## src/rtl/sb_frame_rx_pkg.sv

```systemverilog
// ---------------------------------------------------------------------------
// sb_frame_rx_pkg
// Shared definitions for the snoop-bus frame receiver:
//   - receiver FSM state encodings (plain 3-bit constants)
//   - frame delimiter bytes and the frame length
//   - frame_err cause codes
// ---------------------------------------------------------------------------
package sb_frame_rx_pkg;

  typedef logic [2:0] tsb_rx_state_t;

  localparam tsb_rx_state_t ST_IDLE = 3'd0;
  localparam tsb_rx_state_t ST_TYPE = 3'd1;
  localparam tsb_rx_state_t ST_SIZE = 3'd2;
  localparam tsb_rx_state_t ST_DATA = 3'd3;
  localparam tsb_rx_state_t ST_CHK  = 3'd4;
  localparam tsb_rx_state_t ST_END  = 3'd5;
  localparam tsb_rx_state_t ST_HOLD = 3'd6;

  localparam logic [7:0] SB_START_BYTE  = 8'hA5;
  localparam logic [7:0] SB_END_BYTE    = 8'h5A;
  localparam int         SB_FRAME_BYTES = 9;

  localparam logic [1:0] SB_ERR_NONE    = 2'b00;
  localparam logic [1:0] SB_ERR_BAD_END = 2'b01;
  localparam logic [1:0] SB_ERR_CHECK   = 2'b10;
  localparam logic [1:0] SB_ERR_TIMEOUT = 2'b11;

endpackage

```

## src/rtl/sb_rx_timeout.sv

```systemverilog
// ---------------------------------------------------------------------------
// sb_rx_timeout
// Inter-byte idle counter. Counts cycles while 'active' and no byte is
// accepted; any accepted byte ('kick') or leaving the active window clears
// it. 'expire' is asserted combinationally on the cycle the count would
// reach TIMEOUT, so a byte arriving on that same cycle suppresses it.
// Ports:
//   clk, rst_n  clock, asynchronous active-low reset
//   active      receiver is inside a frame (TYPE..END)
//   kick        a byte is accepted this cycle
//   expire      idle limit reached this cycle
// ---------------------------------------------------------------------------
module sb_rx_timeout #(
  parameter int TIMEOUT = 16
) (
  input  logic clk,
  input  logic rst_n,
  input  logic active,
  input  logic kick,
  output logic expire
);

  localparam int             W    = $clog2(TIMEOUT + 1);
  localparam logic [W-1:0]   TERM = W'(TIMEOUT - 1);

  logic [W-1:0] cnt_q;
  logic [W-1:0] cnt_d;

  always_comb begin
    expire = active && !kick && (cnt_q == TERM);
    if (!active || kick || expire) begin
      cnt_d = '0;
    end else begin
      cnt_d = cnt_q + 1'b1;
    end
  end

  always_ff @(posedge clk or negedge rst_n) begin
    if (!rst_n) begin
      cnt_q <= '0;
    end else begin
      cnt_q <= cnt_d;
    end
  end

endmodule

```

## src/rtl/sb_frame_rx.sv

```systemverilog
// ---------------------------------------------------------------------------
// sb_frame_rx
// Byte-serial receiver for the snoop-bus frame:
//   Start, Type, Size, Data[31:24..7:0], Error(check), End
// Verifies the End delimiter and the XOR check byte, aborts stalled frames,
// and holds a complete frame on out_* until the consumer takes it.
// Ports:
//   clk, rst_n             clock, asynchronous active-low reset
//   in_valid/in_data/in_ready   8-bit byte link (accept = valid && ready)
//   out_valid/out_ready    frame handshake
//   out_type/out_size/out_data/out_error  last delivered frame fields
//   frame_err, err_code    one-cycle drop pulse and its (sticky) cause
// ---------------------------------------------------------------------------
module sb_frame_rx
  import sb_frame_rx_pkg::*;
#(
  parameter logic [7:0] START_BYTE = SB_START_BYTE,
  parameter logic [7:0] END_BYTE   = SB_END_BYTE,
  parameter int         TIMEOUT    = 16
) (
  input  logic        clk,
  input  logic        rst_n,
  input  logic        in_valid,
  input  logic [7:0]  in_data,
  output logic        in_ready,
  output logic        out_valid,
  input  logic        out_ready,
  output logic [7:0]  out_type,
  output logic [7:0]  out_size,
  output logic [31:0] out_data,
  output logic [7:0]  out_error,
  output logic        frame_err,
  output logic [1:0]  err_code
);

  tsb_rx_state_t state_q, state_d;
  logic [7:0]  xor_q, xor_d;
  logic [1:0]  byte_cnt_q, byte_cnt_d;
  logic        mism_q, mism_d;
  // Shadow fields collect the frame in flight; out_* only change on a good End
  // so a dropped frame never disturbs the last delivered values.
  logic [7:0]  sh_type_q, sh_type_d;
  logic [7:0]  sh_size_q, sh_size_d;
  logic [31:0] sh_data_q, sh_data_d;
  logic [7:0]  sh_error_q, sh_error_d;
  logic [7:0]  out_type_q, out_type_d;
  logic [7:0]  out_size_q, out_size_d;
  logic [31:0] out_data_q, out_data_d;
  logic [7:0]  out_error_q, out_error_d;
  logic        out_valid_q, out_valid_d;
  logic        in_ready_q, in_ready_d;
  logic        frame_err_q, frame_err_d;
  logic [1:0]  err_code_q, err_code_d;

  logic accept;
  logic tmo_active;
  logic tmo_expire;

  assign accept     = in_valid && in_ready_q;
  assign tmo_active = (state_q >= ST_TYPE) && (state_q <= ST_END);

  sb_rx_timeout #(.TIMEOUT(TIMEOUT)) u_timeout (
    .clk    (clk),
    .rst_n  (rst_n),
    .active (tmo_active),
    .kick   (accept),
    .expire (tmo_expire)
  );

  always_comb begin
    state_d     = state_q;
    xor_d       = xor_q;
    byte_cnt_d  = byte_cnt_q;
    mism_d      = mism_q;
    sh_type_d   = sh_type_q;
    sh_size_d   = sh_size_q;
    sh_data_d   = sh_data_q;
    sh_error_d  = sh_error_q;
    out_type_d  = out_type_q;
    out_size_d  = out_size_q;
    out_data_d  = out_data_q;
    out_error_d = out_error_q;
    out_valid_d = out_valid_q;
    frame_err_d = 1'b0;
    err_code_d  = err_code_q;

    if (tmo_expire) begin
      state_d     = ST_IDLE;
      frame_err_d = 1'b1;
      err_code_d  = SB_ERR_TIMEOUT;
    end else begin
      case (state_q)
        ST_IDLE: begin
          if (accept && (in_data == START_BYTE)) state_d = ST_TYPE;
        end
        ST_TYPE: begin
          if (accept) begin
            sh_type_d = in_data;
            xor_d     = in_data;
            state_d   = ST_SIZE;
          end
        end
        ST_SIZE: begin
          if (accept) begin
            sh_size_d  = in_data;
            xor_d      = xor_q ^ in_data;
            byte_cnt_d = 2'd3;
            state_d    = ST_DATA;
          end
        end
        ST_DATA: begin
          if (accept) begin
            // MSB-first: count 3 lands in [31:24], count 0 in [7:0]
            sh_data_d[{byte_cnt_q, 3'b000} +: 8] = in_data;
            xor_d = xor_q ^ in_data;
            if (byte_cnt_q == 2'd0) begin
              state_d = ST_CHK;
            end else begin
              byte_cnt_d = byte_cnt_q - 2'd1;
            end
          end
        end
        ST_CHK: begin
          if (accept) begin
            sh_error_d = in_data;
            mism_d     = (in_data != xor_q);
            state_d    = ST_END;
          end
        end
        ST_END: begin
          if (accept) begin
            if (in_data != END_BYTE) begin
              frame_err_d = 1'b1;
              err_code_d  = SB_ERR_BAD_END;
              state_d     = ST_IDLE;
            end else if (mism_q) begin
              frame_err_d = 1'b1;
              err_code_d  = SB_ERR_CHECK;
              state_d     = ST_IDLE;
            end else begin
              out_type_d  = sh_type_q;
              out_size_d  = sh_size_q;
              out_data_d  = sh_data_q;
              out_error_d = sh_error_q;
              out_valid_d = 1'b1;
              state_d     = ST_HOLD;
            end
          end
        end
        ST_HOLD: begin
          if (out_ready) begin
            out_valid_d = 1'b0;
            state_d     = ST_IDLE;
          end
        end
        default: state_d = ST_IDLE;
      endcase
    end

    // Registered so in_ready is 0 while reset is held and tracks HOLD exactly.
    in_ready_d = (state_d != ST_HOLD);
  end

  always_ff @(posedge clk or negedge rst_n) begin
    if (!rst_n) begin
      state_q     <= ST_IDLE;
      xor_q       <= '0;
      byte_cnt_q  <= '0;
      mism_q      <= 1'b0;
      sh_type_q   <= '0;
      sh_size_q   <= '0;
      sh_data_q   <= '0;
      sh_error_q  <= '0;
      out_type_q  <= '0;
      out_size_q  <= '0;
      out_data_q  <= '0;
      out_error_q <= '0;
      out_valid_q <= 1'b0;
      in_ready_q  <= 1'b0;
      frame_err_q <= 1'b0;
      err_code_q  <= SB_ERR_NONE;
    end else begin
      state_q     <= state_d;
      xor_q       <= xor_d;
      byte_cnt_q  <= byte_cnt_d;
      mism_q      <= mism_d;
      sh_type_q   <= sh_type_d;
      sh_size_q   <= sh_size_d;
      sh_data_q   <= sh_data_d;
      sh_error_q  <= sh_error_d;
      out_type_q  <= out_type_d;
      out_size_q  <= out_size_d;
      out_data_q  <= out_data_d;
      out_error_q <= out_error_d;
      out_valid_q <= out_valid_d;
      in_ready_q  <= in_ready_d;
      frame_err_q <= frame_err_d;
      err_code_q  <= err_code_d;
    end
  end

  assign in_ready  = in_ready_q;
  assign out_valid = out_valid_q;
  assign out_type  = out_type_q;
  assign out_size  = out_size_q;
  assign out_data  = out_data_q;
  assign out_error = out_error_q;
  assign frame_err = frame_err_q;
  assign err_code  = err_code_q;

endmodule

```

## config.mk

```make
export PLATFORM = sky130hd
export DESIGN_NAME = sb_frame_rx
export DESIGN_NICKNAME = d
export VERILOG_FILES = /design/src/rtl/sb_frame_rx_pkg.sv /design/src/rtl/sb_rx_timeout.sv /design/src/rtl/sb_frame_rx.sv
export SDC_FILE = /design/constraint.sdc
export NUM_CORES = 1
export LEC_CHECK = 0
export ABC_AREA = 1
export BUFFER_PORTS_ARGS = -buffer_cell sky130_fd_sc_hd__buf_2
export CAP_MARGIN = 20
export CELL_PAD_IN_SITES_DETAIL_PLACEMENT = 0
export CELL_PAD_IN_SITES_GLOBAL_PLACEMENT = 2
export CORE_MARGIN = 2
export CORE_UTILIZATION = 39
export DETAILED_ROUTE_END_ITERATION = 6
export PLACE_DENSITY_LB_ADDON = 0.1
export SLEW_MARGIN = 15
export SYNTH_ARGS = -nofsm -noshare
export SYNTH_HDL_FRONTEND = slang
export SYNTH_SLANG_ARGS = --single-unit
```

## constraint.sdc

```tcl
create_clock -name clk -period 6.6 [get_ports clk]
set_input_delay 1.32 -clock clk [delete_from_list [all_inputs] [get_ports clk]]
set_output_delay 1.32 -clock clk [all_outputs]
set_load 0.005 [all_outputs]
```

---- After elaboration in Yosys (flattened, before gate mapping) ----
Cells that the tools add are included.
storage, ports and cells
  register bits after elaboration ......... 136
  input bits .............................. 12
  output and inout bits ................... 61
  word-level logic and storage cells ...... 111
cells by class
  add/subtract/negate cells ............... 3
  magnitude comparators ................... 2
  equality and inequality tests ........... 20
  shifts and indexed selects .............. 2
  multiplexer cells ....................... 36
  bitwise operators ....................... 4
  reduce and logical (&&, ||, !) cells .... 27
operators by type and width
  kind                      number
  $mux W3                   11
  $bwmux W32                1
  $shift A8 B7 Y32 const A  1
  $shiftx A8 B7 Y32         1
  $pmux W3 S7               1
  $mux W2                   8
  $mux W8                   2
  $ne A2 B2 Y1 const B      8
  $pmux W8 S2               1
  $reduce_and A3 Y1         5
  $reduce_and A5 Y1         2
  $reduce_bool A2 Y1        5
  $eq A3 B3 Y1 const B      3
  $mux W1                   9
  $eq A8 B8 Y1 const B      1
  $ne A8 B7 Y1 const B      1
  $ne A8 B8 Y1              1
  $xor A8 B8 Y8             1
  $neg A5 Y7                1
  $eq A3 B2 Y1 const B      2
  $reduce_and A6 Y1         1
  $add A5 B1 Y5 const B     1
  $eq A5 B4 Y1 const B      1
  $logic_and A1 B1 Y1       5
  other kinds (17)          21

---- Logic depth before layout (Yosys ltp) ----
Gate-level depths: netlist (run 1).
  depth in word-level cells ............... 6
  depth in mapped cells ................... 11
  depth with buffers taken out ............ 9

---- Cells and area by module ----
Synthesis (run 1) repeated with hierarchy kept, for this count alone.
second synthesis, totals
  cells, all modules ...................... 707
  area total of the unflattened synthesis .. 6045.8 um2
by module, submodules not included
  module         times used  cells each  area an instance (um2)  sequential area each (um2)
  sb_frame_rx    1           678         5796.8                  3278.1
  sb_rx_timeout  1           29          249.0                   125.1

---- Worst setup path before layout (run 1) ----
No wires, ideal clock.
  kind .................................... input-to-reg
  from .................................... input in_data[6]
  to ...................................... register out_error_q[7], in the netlist out_error[7]
  setup time .............................. 0.130 ns
  arrival time ............................ 2.496 ns
  data required time ...................... 6.470 ns
  slack ................................... 3.973 ns
  cell stages on the path ................. 10
  buffers on the path ..................... 3
  cell sequence ........................... buf_4 -> nand2_1 -> nor2_2 -> nand3_2 -> nor3_4 -> inv_2 -> buf_6 -> buf_6 -> nand2_1 -> o21ai_1
on the way
  longest elaborated chain between the ends .. 3
RTL lines
  element                      RTL line            RTL
  start: declaration           sb_frame_rx.sv:24   input logic [7:0] in_data,
  $ne A8 B7 Y1                 sb_frame_rx.sv:132  if (in_data != END_BYTE) begin
  $not A1 Y1 (no line)         n/a
  $reduce_and A5 Y1 (no line)  n/a
  end signal: assignment       sb_frame_rx.sv:194  out_error_q <= out_error_d;
  end: declaration             sb_frame_rx.sv:49   logic [7:0] out_error_q, out_error_d;
Every way passes these cells.
A chain may end at the register's enable or synchronous reset.

---- Worst setup path in the final report (run 1) ----
  from .................................... input in_data[1]
  to ...................................... register out_error_q[1], in the netlist out_error[1]
Same word-level chain as after synthesis.

==> run_results.csv, run 1 <==
group,metric,value,unit
final_layout,final_layout_size_suffix_gt1_frac,0.192,
global_routing,grt_use_total,0.178,
placed_design,place_inst,837,
clocking,clkSlewWorstSetupHoldPaths,0.06,ns
global_routing,grt_max_degree,80,
detailed_routing,drc_errors,0,
power,swShare,0.312,
detailed_routing,dr.pass1.iters,4,
synthesis,synthCells,609,
placed_design,dpl.hpwl,8460,um
global_routing,grt_antenna_before_repair,0,
setup_path,path_cells,"buf_2 -> nand2_1 -> nor2_2 -> nand3_2 -> nor3_4 -> clkinv_2 -> buf_4 -> nand2_1 -> o21ai_2",
min_path,hold_depth,1,
placed_design,place_ws,2.74,ns
run_status,status,"completed",
synthesis,ys_seq_elements,136,
flow_run,maxCapViolCount,0,
final_layout,nNetsFinal,692,
global_routing,first_global_vias,4061,
detailed_routing,routed-via-count,4187,
final_layout,multi_input_comb_area,1820,um2
detailed_routing,routed-wl-met3,565,um
setup_path,cp_data_arrival_time,3.65,ns
timing,relSlewSlack,0.325,
power,p_int,1.90,mW
power,p_comb_frac,0.212,
timing,max_freq,297,MHz
synthesis,syn_area,5750,um2
detailed_routing,postRouteAntennaNets,0,
timing,setup_viol,0,
timing,worst_pin_slew,1.01,ns
clocking,cts_tree,"done",
final_layout,utilization,0.472,
setup_path,worstPathBufferInverterCount,3,
floorplanning,die_y,125,um
detailed_routing,drt-met1-wl,6520,um
setup_path,cp_slowest_cell,"buf_4",
power,ir_worst_vdd,0.175,mV
power,clkPwrFrac,0.379,
setup_path,r2r_slack,4.04,ns
setup_path,rr_worst_depth,7,
floorplanning,std_cell_rows,44,
synthesis,yosysSeqAreaShare,0.591,
floorplanning,io_pins,73,
clocking,h-tree-depth,4,
placed_design,place.gp.congestion,0.776,
final_layout,diodes,0,
setup_path,critPathTopFamily,"buffers and inverters",
floorplanning,dieWidth,125,um
setup_path,end_kind,"flip-flop",
clocking,clk_path_buf_depth,2,
timing,finalCriticalPeriod,3.36,ns
global_routing,grt_pass1_wl,21800,um
final_layout,final_cell_count_no_fill,870,
power,leakage,3.47,nW
clocking,cts_buffers,17,
floorplanning,core_area,14500,um2
setup_path,required,6.88,ns
timing,rsz0062_at_grt,"false",
final_layout,num-fill-cells,1400,
synthesis,avgSynthCellArea,9.45,um2
power,switchingPower,865,uW
setup_path,cp_slowest_stage_delay,0.50,ns
timing,final_hold_viol_count,0,
timing,min_period_over_period,0.510,
global_routing,grt.overflow.total,0,
setup_path,cp_common_cell,"nand2_1",
detailed_routing,via_per_inst,4.81,
setup_path,critical_path_depth,9,
timing,fin_ws,3.24,ns
min_path,hold_path.class,"reg2reg",
clocking,ctsHoldBuffers,0,
setup_path,path_class,"in2reg",
clocking,worst_skew_pair.late_latency,0.42,ns
final_layout,syn_to_final_growth,18.8,%
floorplanning,die_area,15700,um2
setup_path,worst-path-max-fanout,68,
clocking,post_cts_resized,0,
detailed_routing,routed.top_layer,"met4",
setup_path,start_kind,"input port",
timing,skew,0.00635,ns
clocking,clock-sinks,136,
clocking,cts_setup_buffers,0,
detailed_routing,drt_iter0_markers,206,
timing,whs,0.463,ns
clocking,clockRootBuffer,"clkbuf_16",
detailed_routing,drt_wl_total,13200,um
power,seq_power_share,0.408,
floorplanning,initial_core_util,0.397,
power,power-per-cell-area,405,nW/um2
detailed_routing,dr_wl_met2,5930,um
final_layout,seqCellArea,3400,um2
synthesis,yosysWarnings,0,
synthesis,synth_nets,628,
placed_design,port_buffers,72,
timing,drv_slew,0,
synthesis,synth_cell_types,29,
detailed_routing,wl_per_cell,15.2,um
timing,setup-tns-final,0,ns
## metrics by stage
stage	total power [mW]	cell area (um2)
2_1_floorplan	1.57	5750
3_3_place_gp	1.72	6140
3_5_place_dp	1.73	6140
4_1_cts	2.80	6800
5_1_grt	2.95	6830
6_report	2.77	6830
## worst register-to-register path: stages, from the launching register on
cell and delay, ns:
dfrtp_1 0.46, nor2_2 0.17, nand2_2 0.11, nor3_4 0.43, clkinv_2 0.49, buf_4 0.50
nand2_1 0.21, o21ai_2 0.06
## metal layers
metal,up-vias,GRT usage
li1,2106,-
met1,1982,0.260
met2,84,0.257
met3,15,0.0364
met4,0,0.0732
met5,-,0
## synthesized netlist by cell type
cell type | n | area, um2
dfrtp_1 | 136 | 3400
nand2_1 | 128 | 480
inv_1 | 77 | 289
o21ai_0 | 66 | 330
o21ai_1 | 40 | 200
nor2_1 | 26 | 97.6
nand3_1 | 22 | 110
nand4_1 | 20 | 125
buf_6 | 11 | 124
clkbuf_1 | 10 | 37.5
o21ai_2 | 8 | 70.1
buf_4 | 7 | 52.6
ha_1 | 7 | 87.6
a31oi_1 | 6 | 37.5
inv_2 | 6 | 22.5
o211ai_1 | 5 | 37.5
xor2_1 | 5 | 43.8
nand2_2 | 4 | 25.0
nor3_1 | 4 | 20.0
o21a_1 | 4 | 30.0
xnor2_1 | 4 | 35.0
a21oi_1 | 3 | 15.0
nor2_2 | 3 | 18.8
buf_2 | 2 | 10.0
mux2_2 | 1 | 11.3
nand3_2 | 1 | 10.0
nor3_4 | 1 | 16.3
nor3b_1 | 1 | 7.51
o22ai_1 | 1 | 6.26
## power groups by stage
stage	clock, mW	sequential (mW)	combinational (mW)
6_report	1.05	1.13	0.588
4_1_cts	1.07	1.13	0.595
3_5_place_dp	0	1.15	0.590
3_3_place_gp	0	1.14	0.580
5_1_grt	1.12	1.15	0.684
2_1_floorplan	0	1.13	0.440
## logic make-up after synthesis
family,Yosys count,share of synthesized area
compound gates,133,0.126
buf+inv,113,0.0931
flops,136,0.591
simple gates,210,0.158
mux,1,0.00196
xor+xnor,9,0.0137
fa+ha+maj,7,0.0152
## placed cells by master (no fill, tap or decap), drive strengths merged, types with 4 or more instances in the layout
| cell type | count |
|---|---|
| buf | 75 |
| nor3 | 5 |
| clkbuf | 18 |
| xnor2 | 4 |
| clkinv | 5 |
| nand3 | 23 |
| ha | 7 |
| o21a | 4 |
| nand4 | 20 |
| a31oi | 6 |
| o211ai | 5 |
| xor2 | 5 |
| nand2 | 132 |
| o21ai | 114 |
| bufinv | 5 |
| inv | 84 |
| dfrtp | 136 |
| nor2 | 29 |
## final cells by class
type,instances,area share
Clock inverter,14,0.0324
Sequential cell,136,0.498
Timing Repair Buffer,75,0.0599
Multi-Input combinational cell,360,0.266
Clock buffer,18,0.0643
Tap cell,184,0.0337
Inverter,83,0.0458
## registers in the layout (all words and copies together), names as in the netlist
register,count
sh_error_q,8
err_code,2
in_ready,1
mism_q,1
byte_cnt_q,2
out_size,8
state_q,3
out_type,8
frame_err,1
sh_type_q,8
out_data,32
sh_data_q,32
sh_size_q,8
xor_q,8
out_error,8
out_valid,1
u_timeout.cnt_q,5
## final timing paths
kind	startpoint	end
setup / recovery	in_data[1]	out_error[1]
hold / removal	u_timeout.cnt_q[0]	u_timeout.cnt_q[0]
setup reg to reg	state_q[1]	out_error[1]
hold reg to reg	u_timeout.cnt_q[0]	u_timeout.cnt_q[0]
max in group asynchronous	rst_n	sh_data_q[20]
min in group asynchronous	rst_n	out_size[2]
Note: power is estimated with default switching activity, not from simulation.
==> run 2: changes to the inputs <==
ABC_AREA = 0   (was 1)
CORE_UTILIZATION = 35   (was 39)
clock period = 2.91 ns   (was 6.6 ns; I/O delays follow)
==> run_results.csv, run 2 <==
group,metric,value,unit
floorplanning,std_cell_rows,47,
global_routing,grt.overflow.total,0,
timing,relSlewSlack,0.529,
placed_design,place_area,6440,um2
power,ir_worst_vdd,0.463,mV
synthesis,avgSynthCellArea,12.3,um2
synthesis,synth.area.top_cells,"dfrtp_1, mux2_2, mux2_4",
timing,fin_ws,0.746,ns
final_layout,final_cell_count_no_fill,784,
global_routing,grt_pass1_wl,21300,um
setup_path,end_kind,"flip-flop",
setup_path,cp_data_arrival_time,2.46,ns
detailed_routing,via_per_inst,4.78,
synthesis,synth_edf_count,0,
placed_design,place_ws,0.506,ns
timing,finalCriticalPeriod,2.16,ns
synthesis,synth_fa_ha_area_frac,0.0150,
detailed_routing,dr.pass1.iters,6,
synthesis,synth_most_common_cell,"dfrtp_1",
clocking,h-tree-depth,4,
final_layout,utilization,0.426,
synthesis,synth_largest_area_cell,"dfrtp_1",
floorplanning,die_y,133,um
clocking,cts_setup_buffers,0,
run_status,status,"completed",
placed_design,place_inst,753,
clocking,ctsHoldBuffers,0,
timing,worst_pin_slew,0.707,ns
floorplanning,die_area,17700,um2
synthesis,yosysWarnings,0,
final_layout,final_layout_size_suffix_gt1_frac,0.360,
timing,setup_viol,0,
power,power-per-cell-area,673,nW/um2
synthesis,synthSimpleGateAreaFrac,0.112,
synthesis,synthFlopType,"dfrtp_1",
min_path,hold_path.class,"in2async",
setup_path,required,3.21,ns
final_layout,layout_commonest_cell,"dfrtp_1",
placed_design,place.gp.congestion,0.740,
synthesis,synth_top_family_by_area,"multiplexers",
setup_path,path_class,"reg2reg",
floorplanning,initial_core_util,0.355,
global_routing,grt_max_degree,76,
floorplanning,io_pins,73,
placed_design,dpl.hpwl,8530,um
final_layout,syn_to_final_growth,20.2,%
setup_path,crit_start,"state_q[0]",
timing,final_hold_viol_count,0,
flow_run,maxCapViolCount,0,
timing,drv_slew,0,
setup_path,start_kind,"flip-flop",
setup_path,r2r_start,"state_q[0]",
clocking,clock-sinks,136,
synthesis,ys_seq_elements,136,
detailed_routing,drt_wl_total,12900,um
timing,min_period_over_period,0.744,
timing,skew,0.00660,ns
synthesis,yosysSeqAreaShare,0.585,
clocking,worst_skew_pair.late_latency,0.42,ns
final_layout,final_area,6990,um2
synthesis,synth_mux_area_frac,0.175,
global_routing,grt_antenna_before_repair,0,
clocking,clockRootBuffer,"clkbuf_16",
clocking,cts_tree,"done",
clocking,clkSlewWorstSetupHoldPaths,0.06,ns
synthesis,synth_commonest_cells,"dfrtp_1, nand2_1, mux2_2",
clocking,cts_buffers,17,
synthesis,syn_area,5820,um2
detailed_routing,wl_per_cell,16.5,um
clocking,clk_path_buf_depth,2,
synthesis,synth_compound_area_frac,0.0694,
synthesis,synth_top_area_frac,0.585,
power,leakage,3.56,nW
detailed_routing,postRouteAntennaNets,0,
final_layout,diodes,0,
setup_path,worst-path-max-fanout,32,
timing,whs,0.188,ns
floorplanning,dieWidth,133,um
synthesis,synthCells,472,
floorplanning,core_area,16400,um2
setup_path,r2r_slack,0.75,ns
final_layout,final_cell_mix,"dfrtp_1, nand2_1, buf_2",
synthesis,synth_cell_types,45,
detailed_routing,drc_errors,0,
clocking,post_cts_resized,0,
detailed_routing,drt_iter0_markers,192,
power,finalPower,4.71,mW
global_routing,grt_use_total,0.158,
timing,rsz0062_at_grt,"false",
timing,setup-tns-final,0,ns
final_layout,nNetsFinal,571,
synthesis,synth_nets,491,
synthesis,ys_async_sr_fraction,1.00,
timing,max_freq,462,MHz
detailed_routing,routed-via-count,3744,
synthesis,synth_xor_xnor_area_share,0.0150,
placed_design,port_buffers,72,
global_routing,first_global_vias,3902,
==> run 2: power by group <==
group	internal, mW	switching (mW)
clock	1.24	0.763
sequential	2.03	0.122
combinational	0.255	0.301
total	3.52	1.19
==> run 2: final timing paths <==
path	endpoint	depth (start not counted)
max in group asynchronous	sh_error_q[2]	2
worst max register to register	out_error[4]	5
worst min-delay path	out_data[4]	1
worst max-delay path	out_error[4]	5
worst min register to register	u_timeout.cnt_q[0]	1
min in group clk	out_valid	2
==> run 2: cell families after synthesis <==
logic type | count (synthesis)
buf+inv | 32
compound gates | 72
flops | 136
mux | 81
simple gates | 134
xor+xnor | 10
fa+ha+maj | 7
==> run 2: final cells by class <==
class / instances / area, um2
fill: 1551 / 9410
sequential: 136 / 3400
multi-input combinational: 304 / 2260
timing repair buffer: 88 / 487
clock buffer: 24 / 482
tap: 220 / 275
clock inverter: 7 / 70.1
inverter: 5 / 18.8
==> run 2: per-layer routing <==
layer,vias up,GRT usage,wire length [um]
li1,1804,-,-
met1,1862,0.206,6130
met2,70,0.256,6280
met3,8,0.0425,430
met4,0,0.0538,112
met5,-,0,0
==> run 2: worst max-delay path: stages, from the launching register on <==
cell and delay (ns):
dfrtp_1 0.55, and3_1 0.26, and3_1 0.25, nand2_4 0.10, buf_4 0.46, mux2_2 0.40
